$ cat config.mk
export PLATFORM = sky130hd
export DESIGN_NAME = button_conditioner
export DESIGN_NICKNAME = d
export VERILOG_FILES = /design/src/rtl/sudoku_pkg.sv /design/src/rtl/button_debounce.sv /design/src/rtl/button_conditioner.sv
export SDC_FILE = /design/constraint.sdc
export NUM_CORES = 1
export LEC_CHECK = 0
export BUFFER_PORTS_ARGS = -buffer_cell sky130_fd_sc_hd__buf_2
export CAP_MARGIN = 20
export CORE_MARGIN = 2
export CORE_UTILIZATION = 64
export CTS_CLUSTER_DIAMETER = 120
export DETAILED_ROUTE_END_ITERATION = 12
export PLACE_DENSITY_LB_ADDON = 0.2
export RECOVER_POWER = 100
export SYNTH_ARGS = -nofsm -noshare
export SYNTH_HDL_FRONTEND = slang
export SYNTH_SLANG_ARGS = --single-unit
$ cat constraint.sdc
create_clock -name clk -period 8 [get_ports clk]
set_input_delay 1.2 -clock clk [delete_from_list [all_inputs] [get_ports clk]]
set_output_delay 1.2 -clock clk [all_outputs]
set_load 0.02 [all_outputs]
$ cat src/rtl/sudoku_pkg.sv
// Shared constants for the game front end: button bit map, debounce FSM encoding, clock rate.
package sudoku_pkg;

    localparam int CLK_HZ = 50_000_000;

    localparam int BTN_UP    = 0;
    localparam int BTN_DOWN  = 1;
    localparam int BTN_LEFT  = 2;
    localparam int BTN_RIGHT = 3;
    localparam int BTN_START = 4;
    localparam int BTN_A     = 5;
    localparam int BTN_B     = 6;

    typedef enum logic [1:0] {
        ST_RELEASED     = 2'd0,
        ST_PRESS_PEND   = 2'd1,
        ST_PRESSED      = 2'd2,
        ST_RELEASE_PEND = 2'd3
    } db_state_t;

endpackage

$ cat src/rtl/button_debounce.sv
// One button: 2-flop synchroniser, debounce FSM with saturating counter, registered press pulse.
// Optional auto-repeat while held is compiled in only with BUTTON_AUTO_REPEAT_EN.
module button_debounce
    import sudoku_pkg::*;
#(
    parameter int DEBOUNCE_CYCLES = 500000,
    parameter int CNT_W           = 20
`ifdef BUTTON_AUTO_REPEAT_EN
    ,
    parameter int REPEAT_DELAY    = 25000000,
    parameter int REPEAT_PERIOD   = 7500000,
    parameter bit REPEAT_EN       = 1'b0
`endif
) (
    input  logic clk,
    input  logic reset,
    input  logic btn_in,
    output logic level,
    output logic pulse
);

    // The sample that moves the FSM out of a settled state is the first stable cycle,
    // so the pending state only needs DEBOUNCE_CYCLES-1 further matching samples.
    localparam logic [CNT_W-1:0] CNT_LAST =
        CNT_W'((DEBOUNCE_CYCLES > 1) ? DEBOUNCE_CYCLES - 2 : 0);
    localparam bit FAST = (DEBOUNCE_CYCLES <= 1);

    logic [1:0]       sync_ff;
    logic             sync;
    db_state_t        state;
    logic [CNT_W-1:0] cnt;

`ifdef BUTTON_AUTO_REPEAT_EN
    localparam int RPT_W = $clog2(REPEAT_DELAY + 1);
    localparam logic [RPT_W-1:0] RPT_FIRE   = RPT_W'(REPEAT_DELAY - 1);
    localparam logic [RPT_W-1:0] RPT_RELOAD = RPT_W'(REPEAT_DELAY - REPEAT_PERIOD);
    logic [RPT_W-1:0] rcnt;
`endif

    assign sync = sync_ff[1];

    always_ff @(posedge clk or posedge reset) begin
        if (reset) begin
            sync_ff <= '0;
            state   <= ST_RELEASED;
            cnt     <= '0;
            level   <= 1'b0;
            pulse   <= 1'b0;
`ifdef BUTTON_AUTO_REPEAT_EN
            rcnt    <= '0;
`endif
        end else begin
            sync_ff <= {sync_ff[0], btn_in};
            pulse   <= 1'b0;
            unique case (state)
                ST_RELEASED:
                    if (sync) begin
                        cnt <= '0;
                        if (FAST) begin
                            state <= ST_PRESSED;
                            level <= 1'b1;
                            pulse <= 1'b1;
                        end else begin
                            state <= ST_PRESS_PEND;
                        end
                    end
                ST_PRESS_PEND:
                    if (!sync) begin
                        state <= ST_RELEASED;
                        cnt   <= '0;
                    end else if (cnt == CNT_LAST) begin
                        state <= ST_PRESSED;
                        level <= 1'b1;
                        pulse <= 1'b1;
                    end else if (cnt != '1) begin
                        cnt <= cnt + 1'b1;
                    end
                ST_PRESSED:
                    if (!sync) begin
                        cnt <= '0;
                        if (FAST) begin
                            state <= ST_RELEASED;
                            level <= 1'b0;
`ifdef BUTTON_AUTO_REPEAT_EN
                            rcnt  <= '0;
`endif
                        end else begin
                            state <= ST_RELEASE_PEND;
                        end
                    end
`ifdef BUTTON_AUTO_REPEAT_EN
                    // First repeat REPEAT_DELAY after the press pulse, then reload so the
                    // next fire lands REPEAT_PERIOD later.
                    else if (REPEAT_EN) begin
                        if (rcnt == RPT_FIRE) begin
                            pulse <= 1'b1;
                            rcnt  <= RPT_RELOAD;
                        end else begin
                            rcnt <= rcnt + 1'b1;
                        end
                    end
`endif
                ST_RELEASE_PEND:
                    if (sync) begin
                        state <= ST_PRESSED;
                    end else if (cnt == CNT_LAST) begin
                        state <= ST_RELEASED;
                        level <= 1'b0;
`ifdef BUTTON_AUTO_REPEAT_EN
                        rcnt  <= '0;
`endif
                    end else if (cnt != '1) begin
                        cnt <= cnt + 1'b1;
                    end
                default: state <= ST_RELEASED;
            endcase
        end
    end

endmodule

$ cat src/rtl/button_conditioner.sv
// Board push-buttons -> debounced levels and single-cycle press pulses for the game FSM.
// Define BUTTON_AUTO_REPEAT_EN to auto-repeat the four direction buttons while held.
module button_conditioner
    import sudoku_pkg::*;
#(
    parameter int N_BTN           = 7,
    parameter bit ACTIVE_LOW      = 1'b1,
    parameter int DEBOUNCE_CYCLES = 500000,
    parameter int CNT_W           = 20,
    parameter int REPEAT_DELAY    = 25000000,
    parameter int REPEAT_PERIOD   = 7500000
) (
    input  logic             clk,
    input  logic             reset,
    input  logic [N_BTN-1:0] btn_raw,
    output logic [N_BTN-1:0] btn_level,
    output logic [N_BTN-1:0] btn_pulse
);

    logic [N_BTN-1:0] btn_norm;

    assign btn_norm = ACTIVE_LOW ? ~btn_raw : btn_raw;

    if (DEBOUNCE_CYCLES < 1 || $clog2(DEBOUNCE_CYCLES) > CNT_W ||
        REPEAT_PERIOD < 1 || REPEAT_PERIOD > REPEAT_DELAY) begin : g_bad_cfg
        $error("button_conditioner: inconsistent debounce/repeat parameters");
    end

    for (genvar i = 0; i < N_BTN; i++) begin : g_btn
        button_debounce #(
            .DEBOUNCE_CYCLES (DEBOUNCE_CYCLES),
            .CNT_W           (CNT_W)
`ifdef BUTTON_AUTO_REPEAT_EN
            ,
            .REPEAT_DELAY    (REPEAT_DELAY),
            .REPEAT_PERIOD   (REPEAT_PERIOD),
            .REPEAT_EN       (i <= BTN_RIGHT)
`endif
        ) u_db (
            .clk    (clk),
            .reset  (reset),
            .btn_in (btn_norm[i]),
            .level  (btn_level[i]),
            .pulse  (btn_pulse[i])
        );
    end

endmodule
==> impl_metrics.csv, run 1 <==
group,metric,value,unit
critical_path,critPathLaunchType,"flip-flop",
floorplanning,ioPinCount,23,
clocking,clockBufferDepth,2,
yosys,synth.distinct_cells,86,
yosys,synthCells,1235,
pwr,p_leak,4.50,nW
hold_path,hp-class,"flip-flop to flip-flop",
yosys,synth_enable_flop_cells,0,
pwr,clkPwrFrac,0.425,
pwr,p_int,1.41,mW
route,vias,9188,
clocking,cts.sinks,182,
global_routing,grt_pass1_vias,8605,
pwr,net-switching-power,0.464,mW
global_routing,antenna_found_initial,0,
yosys,avgSynthCellArea,8.72,um2
pwr,power_frac_seq,0.515,
sta,finalSetupTns,0,ps
global_routing,grt_pass1_wl,39500,um
yosys,ys.flop_type,"dfrtp_1",
floorplanning,die_x,134,um
global_routing,grt_max_degree,109,
sta,worst_slew_pin_slew,1440,ps
sta,rsz0062_at_grt,"no",
place,gp_congestion,0.916,
place,dp_hpwl,15300,um
final_layout,antenna_cells,0,
floorplanning,rows,47,
route,routed_via_density,6.38,
critical_path,crit_chain,"ha_1 > inv_1 > or4b_1 > o22ai_1 > o21ai_0 > a311oi_2",
critical_path,critPathArrivalTime,3700,ps
clocking,cts.clk_slew.worst_paths,70,ps
clocking,cts_root_buffer,"clkbuf_16",
yosys,synth_fp_nets,1258,
pwr,p_per_area,167,nW/um2
sta,max_freq,299,MHz
final_layout,drive_gt1_frac,0.0459,
yosys,synth_warnings,0,
critical_path,cp-end-kind,"flip-flop",
run_status,run_status,"completed",
place,dpl_cell_area,10800,um2
clocking,post_cts_buffers,0,
global_routing,track_usage,0.265,
pwr,pwr-share-comb,0.060,
sta,setup_slack,4660,ps
route,wl_per_cell,15.8,um
clocking,insertion_delay,440,ps
yosys,synth_async_sr_flop_share,1.00,
place,dp.cells,1408,
floorplanning,dieArea,17900,um2
final_layout,postLayoutCoreUtil,0.679,
clocking,ctsResizeCount,0,
final_layout,final_nets,1232,
global_routing,gr-total-overflow,0,
sta,period_needed,3340,ps
route,ant_nets,0,
place,pre_cts_ws,5100,ps
final_layout,n_fill_cell,1379,
final_layout,finish.instance_area,11200,um2
critical_path,crit_slowest_cell,"o22ai_1",
yosys,ys_seq_area_frac,0.423,
sta,skew,10.0,ps
clocking,cts_tree,"done",
final_layout,final_cells,1440,
sta,max-slew-margin-rel,0.0369,
floorplanning,die_y,134,um
clocking,cts_buffers,17,
floorplanning,initial_utilization,0.651,
critical_path,required,8350,ps
clocking,h-tree-depth,4,
sta,hold_violations,0,
yosys,synth_seq_cells,182,
route,first_iter_violations,686,
route,route.detailed.drc,0,
floorplanning,coreArea,16500,um2
yosys,synthesis.area,10800,um2
critical_path,crit_fanout,20,
place,port_buffers,22,
run,maxCapViolCount,0,
critical_path,cpPeakStageDelay,1120,ps
pwr,ir_drop,158,uV
route,wl,22800,um
clocking,hold_buffers,0,
sta,period_share,0.418,
final_layout,syn_to_final_growth,4.18,%
sta,final_max_slew_viol_count,0,
route,drt_first_pass_iters,6,
sta,finalSetupViolCount,0,
pwr,swShare,0.248,
critical_path,path_class,"flip-flop to flip-flop",
-- synthesized netlist by cell type, types with 34 or more instances --
library cell  number  area, um2
dfrtp_1          182       4550
nor2_1           130        488
nand2_1          114        428
nand3_1           81        405
o21ai_0           67        335
a21oi_1           55        275
nor3_1            52        260
nand4_1           48        300
xnor2_1           48        420
inv_1             42        158
clkbuf_1          41        154
nor4_1            34        213
-- critical path: cells and delay by family, from the launching register on --
kind | cells | cell delay, ps
compound gates | 3 | 1790
simple gates | 1 | 630
flops | 1 | 400
fa+ha+maj | 1 | 320
buf+inv | 1 | 120
-- final cells by class --
cell class,count,area [um2],area share
well taps,220,275,0.0245
multi-input cells,940,5560,0.495
clock inverters,10,101,0.00904
clock buffers,20,447,0.0398
repair buffers,26,116,0.0104
flip-flops and latches,182,4550,0.406
inverters,42,165,0.0147
-- sequential cells by signal, summed over array words and instances, names as in the netlist, named ones only --
signal              flops
g_btn.u_db.state        7
g_btn.u_db.sync_ff     14
g_btn.u_db.level        7
g_btn.u_db.cnt        140
g_btn.u_db.pulse        7
-- metal layers --
layer  part of all wire  up-vias  GRT usage
met5                  0        -          0
li1                   -     4478          -
met3              0.043       28     0.0537
met1               0.47     4436      0.374
met2               0.47      246      0.420
met4              0.012        0     0.0739
-- final timing paths --
check                           slack, ps                      from                       end  cells after the start
max in group asynchronous            5690                     reset     g_btn[2].u_db.cnt[12]                      3
min in group asynchronous             920                     reset  g_btn[5].u_db.sync_ff[1]                      2
worst min-delay path                  350  g_btn[0].u_db.sync_ff[0]  g_btn[0].u_db.sync_ff[1]                      0
worst max-delay path                 4660      g_btn[2].u_db.cnt[0]     g_btn[2].u_db.cnt[17]                      6
worst min register to register        350  g_btn[0].u_db.sync_ff[0]  g_btn[0].u_db.sync_ff[1]                      0
worst max register to register       4660      g_btn[2].u_db.cnt[0]     g_btn[2].u_db.cnt[17]                      6
-- logic make-up (layout without fill, tap and decap cells) --
family                   count (synthesis)  after routing  synth area share
AO/OA/AOI/OAI                          269            269             0.170
XOR/XNOR                                57             57            0.0464
adder cells (fa/ha/maj)                 15             15            0.0172
buffers and inverters                  113             98            0.0494
flip-flops                             182            182             0.423
multiplexers                             6              6           0.00593
AND/OR/NAND/NOR                        593            593             0.288
-- cells in the final DEF (no fill, tap or decap), types with 6 or more instances in the layout --
master	netlist	layout
o21ai_1	8	6
or3_1	14	16
nor3_1	52	54
and2_1	21	17
xnor2_1	48	48
a21oi_1	55	55
and4_1	7	7
inv_1	42	41
o311ai_0	8	8
a31oi_1	25	25
buf_2	4	6
xor2_1	9	9
nor4b_1	13	13
a21o_1	10	10
o211ai_1	13	13
clkbuf_1	41	19
o31ai_1	10	10
nand3_1	81	81
nand4_1	48	48
dfrtp_1	182	182
nor2_1	130	130
and3_1	27	27
o21ai_0	67	70
nand2_1	114	114
nor4_1	34	34
or2_2	6	6
ha_1	14	14
or4_1	9	10
clkbuf_16	0	17
-- power groups by stage --
| stage | clock [mW] | sequential [mW] | combinational, mW |
|---|---|---|---|
| 2_1_floorplan | 0 | 0.970 | 0.0939 |
| 3_3_place_gp | 0 | 0.980 | 0.110 |
| 3_5_place_dp | 0 | 0.981 | 0.113 |
| 4_1_cts | 0.810 | 0.964 | 0.114 |
| 5_1_grt | 0.844 | 0.968 | 0.128 |
| 6_report | 0.795 | 0.965 | 0.113 |
-- metrics by stage --
stage                     hold slack [ps]  power [mW]
after floorplan                       331        1.06
after global routing                  358        1.94
after detailed placement              336        1.09
after CTS                             352        1.89
after global placement                333        1.09
final                                 350        1.87
Power figures use the tool's default switching activity.
==> run 2: changes to the inputs <==
--- a/config.mk
+++ b/config.mk
@@ -8,7 +8,7 @@
 export BUFFER_PORTS_ARGS = -buffer_cell sky130_fd_sc_hd__buf_2
 export CAP_MARGIN = 20
 export CORE_MARGIN = 2
-export CORE_UTILIZATION = 64
+export CORE_UTILIZATION = 57
 export CTS_CLUSTER_DIAMETER = 120
 export DETAILED_ROUTE_END_ITERATION = 12
 export PLACE_DENSITY_LB_ADDON = 0.2
==> constraint.sdc (replaced) <==
create_clock -name clk -period 3.06 [get_ports clk]
set_input_delay 0.459 -clock clk [delete_from_list [all_inputs] [get_ports clk]]
set_output_delay 0.459 -clock clk [all_outputs]
set_load 0.02 [all_outputs]
==> run 2 against run 1 <==
Effect of this change:
- the run now ends with capacitance limit, slew limit left
- clock power rose to 2.8 times the previous value
- first-iteration DRC count rose by 1.2%
- highest routed layer unchanged
- final cell count rose by 1.5%
- sequential power rose to 2.6 times the previous value
==> impl_metrics.csv, run 2 (synthesis gave the netlist of run 1 again) <==
group,metric,value,unit
floorplanning,dieArea,20000,um2
sta,rsz0062_at_grt,"no",
final_layout,largest_reg_flops,140,
floorplanning,ioPinCount,23,
floorplanning,coreArea,18600,um2
run_status,failed_checks,"capacitance limit, slew limit",
critical_path,path_class,"flip-flop to flip-flop",
sta,finalSetupTns,0,ps
clocking,clockBufferDepth,2,
pwr,p_per_area,444,nW/um2
final_layout,n_fill_cell,1617,
clocking,cts_root_buffer,"clkbuf_16",
hold_path,hp-class,"input pin to flip-flop",
clocking,h-tree-depth,4,
pwr,p_leak,4.58,nW
route,first_iter_violations,694,
sta,max-slew-margin-rel,-0.0376,
final_layout,layout_commonest_cell,"dfrtp_1",
floorplanning,die_x,141,um
floorplanning,rows,50,
route,vias,9120,
place,dpl_cell_area,10900,um2
place,port_buffers,22,
final_layout,largest_register,"g_btn.u_db.cnt",
critical_path,critPathLaunchType,"flip-flop",
place,dp.cells,1430,
final_layout,mostFrequentLayoutCells,"dfrtp_1 (182), nor2_1 (130), nand2_1 (114), nand3_1 (81), o21ai_0 (70)",
sta,hold_violations,0,
critical_path,cp-end-kind,"flip-flop",
clocking,insertion_delay,430,ps
final_layout,antenna_cells,0,
global_routing,track_usage,0.238,
final_layout,finish.instance_area,11400,um2
route,routed_via_density,6.24,
global_routing,gr-total-overflow,0,
route,drt_first_pass_iters,5,
sta,worst_slew_pin_slew,1560,ps
clocking,ctsResizeCount,0,
run,maxCapViolCount,1,
clocking,cts.clk_slew.worst_paths,60,ps
sta,finalSetupViolCount,0,
sta,period_share,0.867,
route,wl_per_cell,15.5,um
critical_path,reg2reg_slack,410,ps
sta,max_freq,377,MHz
final_layout,final_nets,1238,
clocking,cts_buffers,17,
route,ant_nets,0,
global_routing,grt_pass1_wl,40000,um
clocking,hold_buffers,0,
final_layout,multi_input_area,5600,um2
sta,period_needed,2650,ps
pwr,ir_drop,387,uV
clocking,cts.sinks,182,
route,wl,22600,um
final_layout,drive_gt1_frac,0.0522,
clocking,cts_tree,"done",
place,dp_hpwl,15500,um
sta,final_max_slew_viol_count,30,
critical_path,required,3390,ps
final_layout,syn_to_final_growth,5.54,%
run_status,run_status,"finished with violations",
place,gp_congestion,0.955,
sta,skew,10.5,ps
global_routing,grt_max_degree,79,
critical_path,critPathArrivalTime,2990,ps
final_layout,top_regs,"g_btn.u_db.cnt: 140 flops, g_btn.u_db.sync_ff: 14 flops",
global_routing,antenna_found_initial,0,
final_layout,final_cells,1461,
pwr,power,5.04,mW
global_routing,grt_pass1_vias,8519,
floorplanning,die_y,141,um
route,route.detailed.drc,0,
final_layout,seq_area,4550,um2
floorplanning,initial_utilization,0.577,
clocking,post_cts_buffers,0,
critical_path,crit_fanout,10,
-- run 2: metrics by stage --
step	utilization	worst slack, ps	hold slack [ps]
2_1_floorplan	-	264	331
3_3_place_gp	0.585	762	332
3_5_place_dp	0.585	623	336
4_1_cts	0.617	615	67.4
5_1_grt	0.609	210	148
6_report	0.609	408	161
-- run 2: final timing paths --
kind | startpoint | end | cells after the start
max | g_btn[3].u_db.cnt[0] | g_btn[3].u_db.cnt[1] | 8
min | btn_raw[0] | g_btn[0].u_db.sync_ff[0] | 2
max reg2reg | g_btn[3].u_db.cnt[0] | g_btn[3].u_db.cnt[1] | 8
min reg2reg | g_btn[5].u_db.sync_ff[0] | g_btn[5].u_db.sync_ff[1] | 0
max in group asynchronous | reset | g_btn[1].u_db.cnt[19] | 3
min in group asynchronous | reset | g_btn[2].u_db.sync_ff[1] | 2
-- run 2: worst max-delay path, stage by stage (launching register included) --
cell	delay (ps)
dfrtp_1	460
inv_1	90
ha_1	140
nor4b_1	230
nand4_1	180
o32ai_1	670
clkbuf_1	390
nor2_1	140
a211oi_1	250
-- run 2: cell type report --
cell class	count	share of cell area
clock inverter	11	0.0131
inverter	42	0.0140
tap	234	0.0258
clock buffer	20	0.0393
timing repair buffer	32	0.0142
sequential	182	0.401
multi-input combinational	940	0.493
-- run 2: metal layers --
metal	GRT usage	vias to the layer above	wire length (um)
li1	-	4513	-
met1	0.341	4327	10900
met2	0.379	254	10300
met3	0.0435	26	1130
met4	0.0574	0	268
met5	0	-	0
-- run 2: where the power goes --
group          internal (mW)  total, mW  switching, mW
Clock                   1.31       2.23          0.920
Combinational         0.0949      0.295          0.201
Sequential              2.45       2.52         0.0695
Total                   3.85       5.04           1.19
==> run 3: changes to the inputs <==
--- a/config.mk
+++ b/config.mk
@@ -7,12 +7,12 @@
 export LEC_CHECK = 0
 export BUFFER_PORTS_ARGS = -buffer_cell sky130_fd_sc_hd__buf_2
 export CAP_MARGIN = 20
+export CORE_ASPECT_RATIO = 1.25
 export CORE_MARGIN = 2
 export CORE_UTILIZATION = 57
-export CTS_CLUSTER_DIAMETER = 120
+export CTS_CLUSTER_DIAMETER = 100
 export DETAILED_ROUTE_END_ITERATION = 12
 export PLACE_DENSITY_LB_ADDON = 0.2
-export RECOVER_POWER = 100
 export SYNTH_ARGS = -nofsm -noshare
 export SYNTH_HDL_FRONTEND = slang
 export SYNTH_SLANG_ARGS = --single-unit
==> run 3 against run 2 <==
Effect of this change:
- the run now ends clean
- non-clock buffer count down 1
- core utilization rose by 0.86 points
- maximum frequency is 11% higher
- critical endpoint is now g_btn[3].u_db.cnt[11]
- critical path depth grew 1
- first-iteration DRC count rose by 12%
==> impl_metrics.csv, run 3 (synthesis gave the netlist of run 1 again) <==
group,metric,value,unit
floorplanning,rows,56,
global_routing,antenna_found_initial,0,
sta,rsz0062_at_grt,"no",
place,dp_hpwl,15300,um
run,maxCapViolCount,0,
floorplanning,die_x,127,um
final_layout,multi_input_area,5680,um2
route,routed_via_density,6.31,
clocking,cts_root_buffer,"clkbuf_16",
sta,period_share,0.779,
clocking,clockBufferDepth,2,
final_layout,syn_to_final_growth,7.00,%
floorplanning,dieArea,20000,um2
hold_path,hp-class,"input pin to async pin",
sta,skew,7.34,ps
route,wl_per_cell,15.7,um
pwr,ir_drop,480,uV
clocking,insertion_delay,430,ps
place,gp_congestion,0.925,
critical_path,crit_fanout,14,
floorplanning,coreArea,18600,um2
sta,setup_slack,677,ps
sta,hold_violations,0,
pwr,p_leak,4.69,nW
critical_path,critPathArrivalTime,2680,ps
place,port_buffers,22,
final_layout,seq_area,4550,um2
clocking,cts_buffers,17,
route,met1Wirelength,10500,um
floorplanning,die_y,158,um
sta,hold_ws,50.5,ps
final_layout,antenna_cells,0,
clocking,ctsResizeCount,0,
critical_path,required,3350,ps
final_layout,drive_gt1_frac,0.0775,
route,route.met2.wl,11100,um
route,drt_first_pass_iters,5,
clocking,h-tree-depth,4,
clocking,cts_tree,"done",
floorplanning,ioPinCount,23,
run_status,run_status,"completed",
route,route.detailed.drc,0,
critical_path,crit_slowest_cell,"dfrtp_1",
clocking,post_cts_buffers,0,
sta,period_needed,2380,ps
final_layout,mostFrequentLayoutCells,"dfrtp_1 (182), nor2_1 (130), nand2_1 (114), nand3_1 (81), o21ai_0 (67)",
clocking,cts.sinks,182,
global_routing,grt_pass1_wl,39800,um
route,first_iter_violations,778,
clocking,hold_buffers,0,
sta,final_max_slew_viol_count,0,
route,route.met3.wl,943,um
clocking,cts.clk_slew.worst_paths,70,ps
sta,worst_slew_pin_slew,745,ps
critical_path,cp-end-kind,"flip-flop",
final_layout,n_fill_cell,1578,
final_layout,largest_reg_flops,140,
route,wl,22900,um
sta,max-slew-margin-rel,0.498,
place,pre_cts_ws,740,ps
sta,max_freq,420,MHz
global_routing,grt_pass1_vias,8550,
global_routing,gr-total-overflow,0,
final_layout,top_regs,"g_btn.u_db.cnt: 140 flops, g_btn.u_db.sync_ff: 14 flops",
global_routing,track_usage,0.238,
critical_path,critPathLaunchType,"flip-flop",
route,ant_nets,0,
route,vias,9194,
route,top_layer,"met4",
final_layout,final_nets,1237,
global_routing,grt_max_degree,115,
final_layout,layout_commonest_cell,"dfrtp_1",
critical_path,crit_chain,"inv_1 > ha_1 > nor4b_1 > nand4_1 > o32ai_2 > buf_4 > nor3_1 > xnor2_1 > nor2_1",
floorplanning,initial_utilization,0.578,
sta,finalSetupTns,0,ps
pwr,p_per_area,448,nW/um2
final_layout,postLayoutCoreUtil,0.618,
critical_path,cpPeakStageDelay,460,ps
critical_path,path_class,"flip-flop to flip-flop",
sta,finalSetupViolCount,0,
final_layout,largest_register,"g_btn.u_db.cnt",
==> run 3: metrics by stage <==
stage | power, mW | cell area (um2) | std cells
global placement | 2.86 | 10900 | 1427
detailed placement | 2.87 | 10900 | 1427
floorplan | 2.78 | 10800 | 1235
global route | 5.37 | 11500 | 1458
finish | 5.16 | 11500 | 1458
CTS | 5.21 | 11500 | 1458
==> run 3: power breakdown <==
group	switching [mW]	total [mW]	internal, mW	leakage, nW
registers	0.0697	2.52	2.45	2.48
logic	0.202	0.301	0.0990	1.91
clock network	0.931	2.34	1.41	0.299
==> run 3: worst max-delay path: cells and delay by family (launching register included) <==
kind                       cells  cell delay, ps
and+or+nand+nor                4             660
xor gates and xnor gates       1             150
adders and majority gates      1             140
AOI/OAI and AO/OA              1             460
DFF                            1             460
buffers and inverters          2             370
==> run 3: final cells by class <==
type | instances | share of cell area
clock buffers | 20 | 0.0396
clock inverters | 11 | 0.0151
inverters | 42 | 0.0140
multi-input cells | 940 | 0.493
flip-flops and latches | 182 | 0.395
well taps | 232 | 0.0252
repair buffers | 31 | 0.0176
==> run 3: layer usage <==
metal | vias up | track usage
met1 | 4383 | 0.317
met5 | - | 0
met4 | 0 | 0.0853
li1 | 4500 | -
met3 | 29 | 0.0375
met2 | 282 | 0.397
==> run 3: worst paths after layout <==
| path | startpoint | to | slack (ps) | cells past startpoint |
|---|---|---|---|---|
| setup / recovery | g_btn[3].u_db.cnt[0] | g_btn[3].u_db.cnt[11] | 680 | 9 |
| hold / removal | reset | async pin | 50 | 2 |
| setup reg to reg | g_btn[3].u_db.cnt[0] | g_btn[3].u_db.cnt[11] | 680 | 9 |
| hold reg to reg | g_btn[4].u_db.sync_ff[0] | g_btn[4].u_db.sync_ff[1] | 350 | 0 |
| max in group asynchronous | reset | g_btn[6].u_db.cnt[13] | 2080 | 3 |
| min in group clk | btn_raw[6] | g_btn[6].u_db.sync_ff[0] | 160 | 2 |
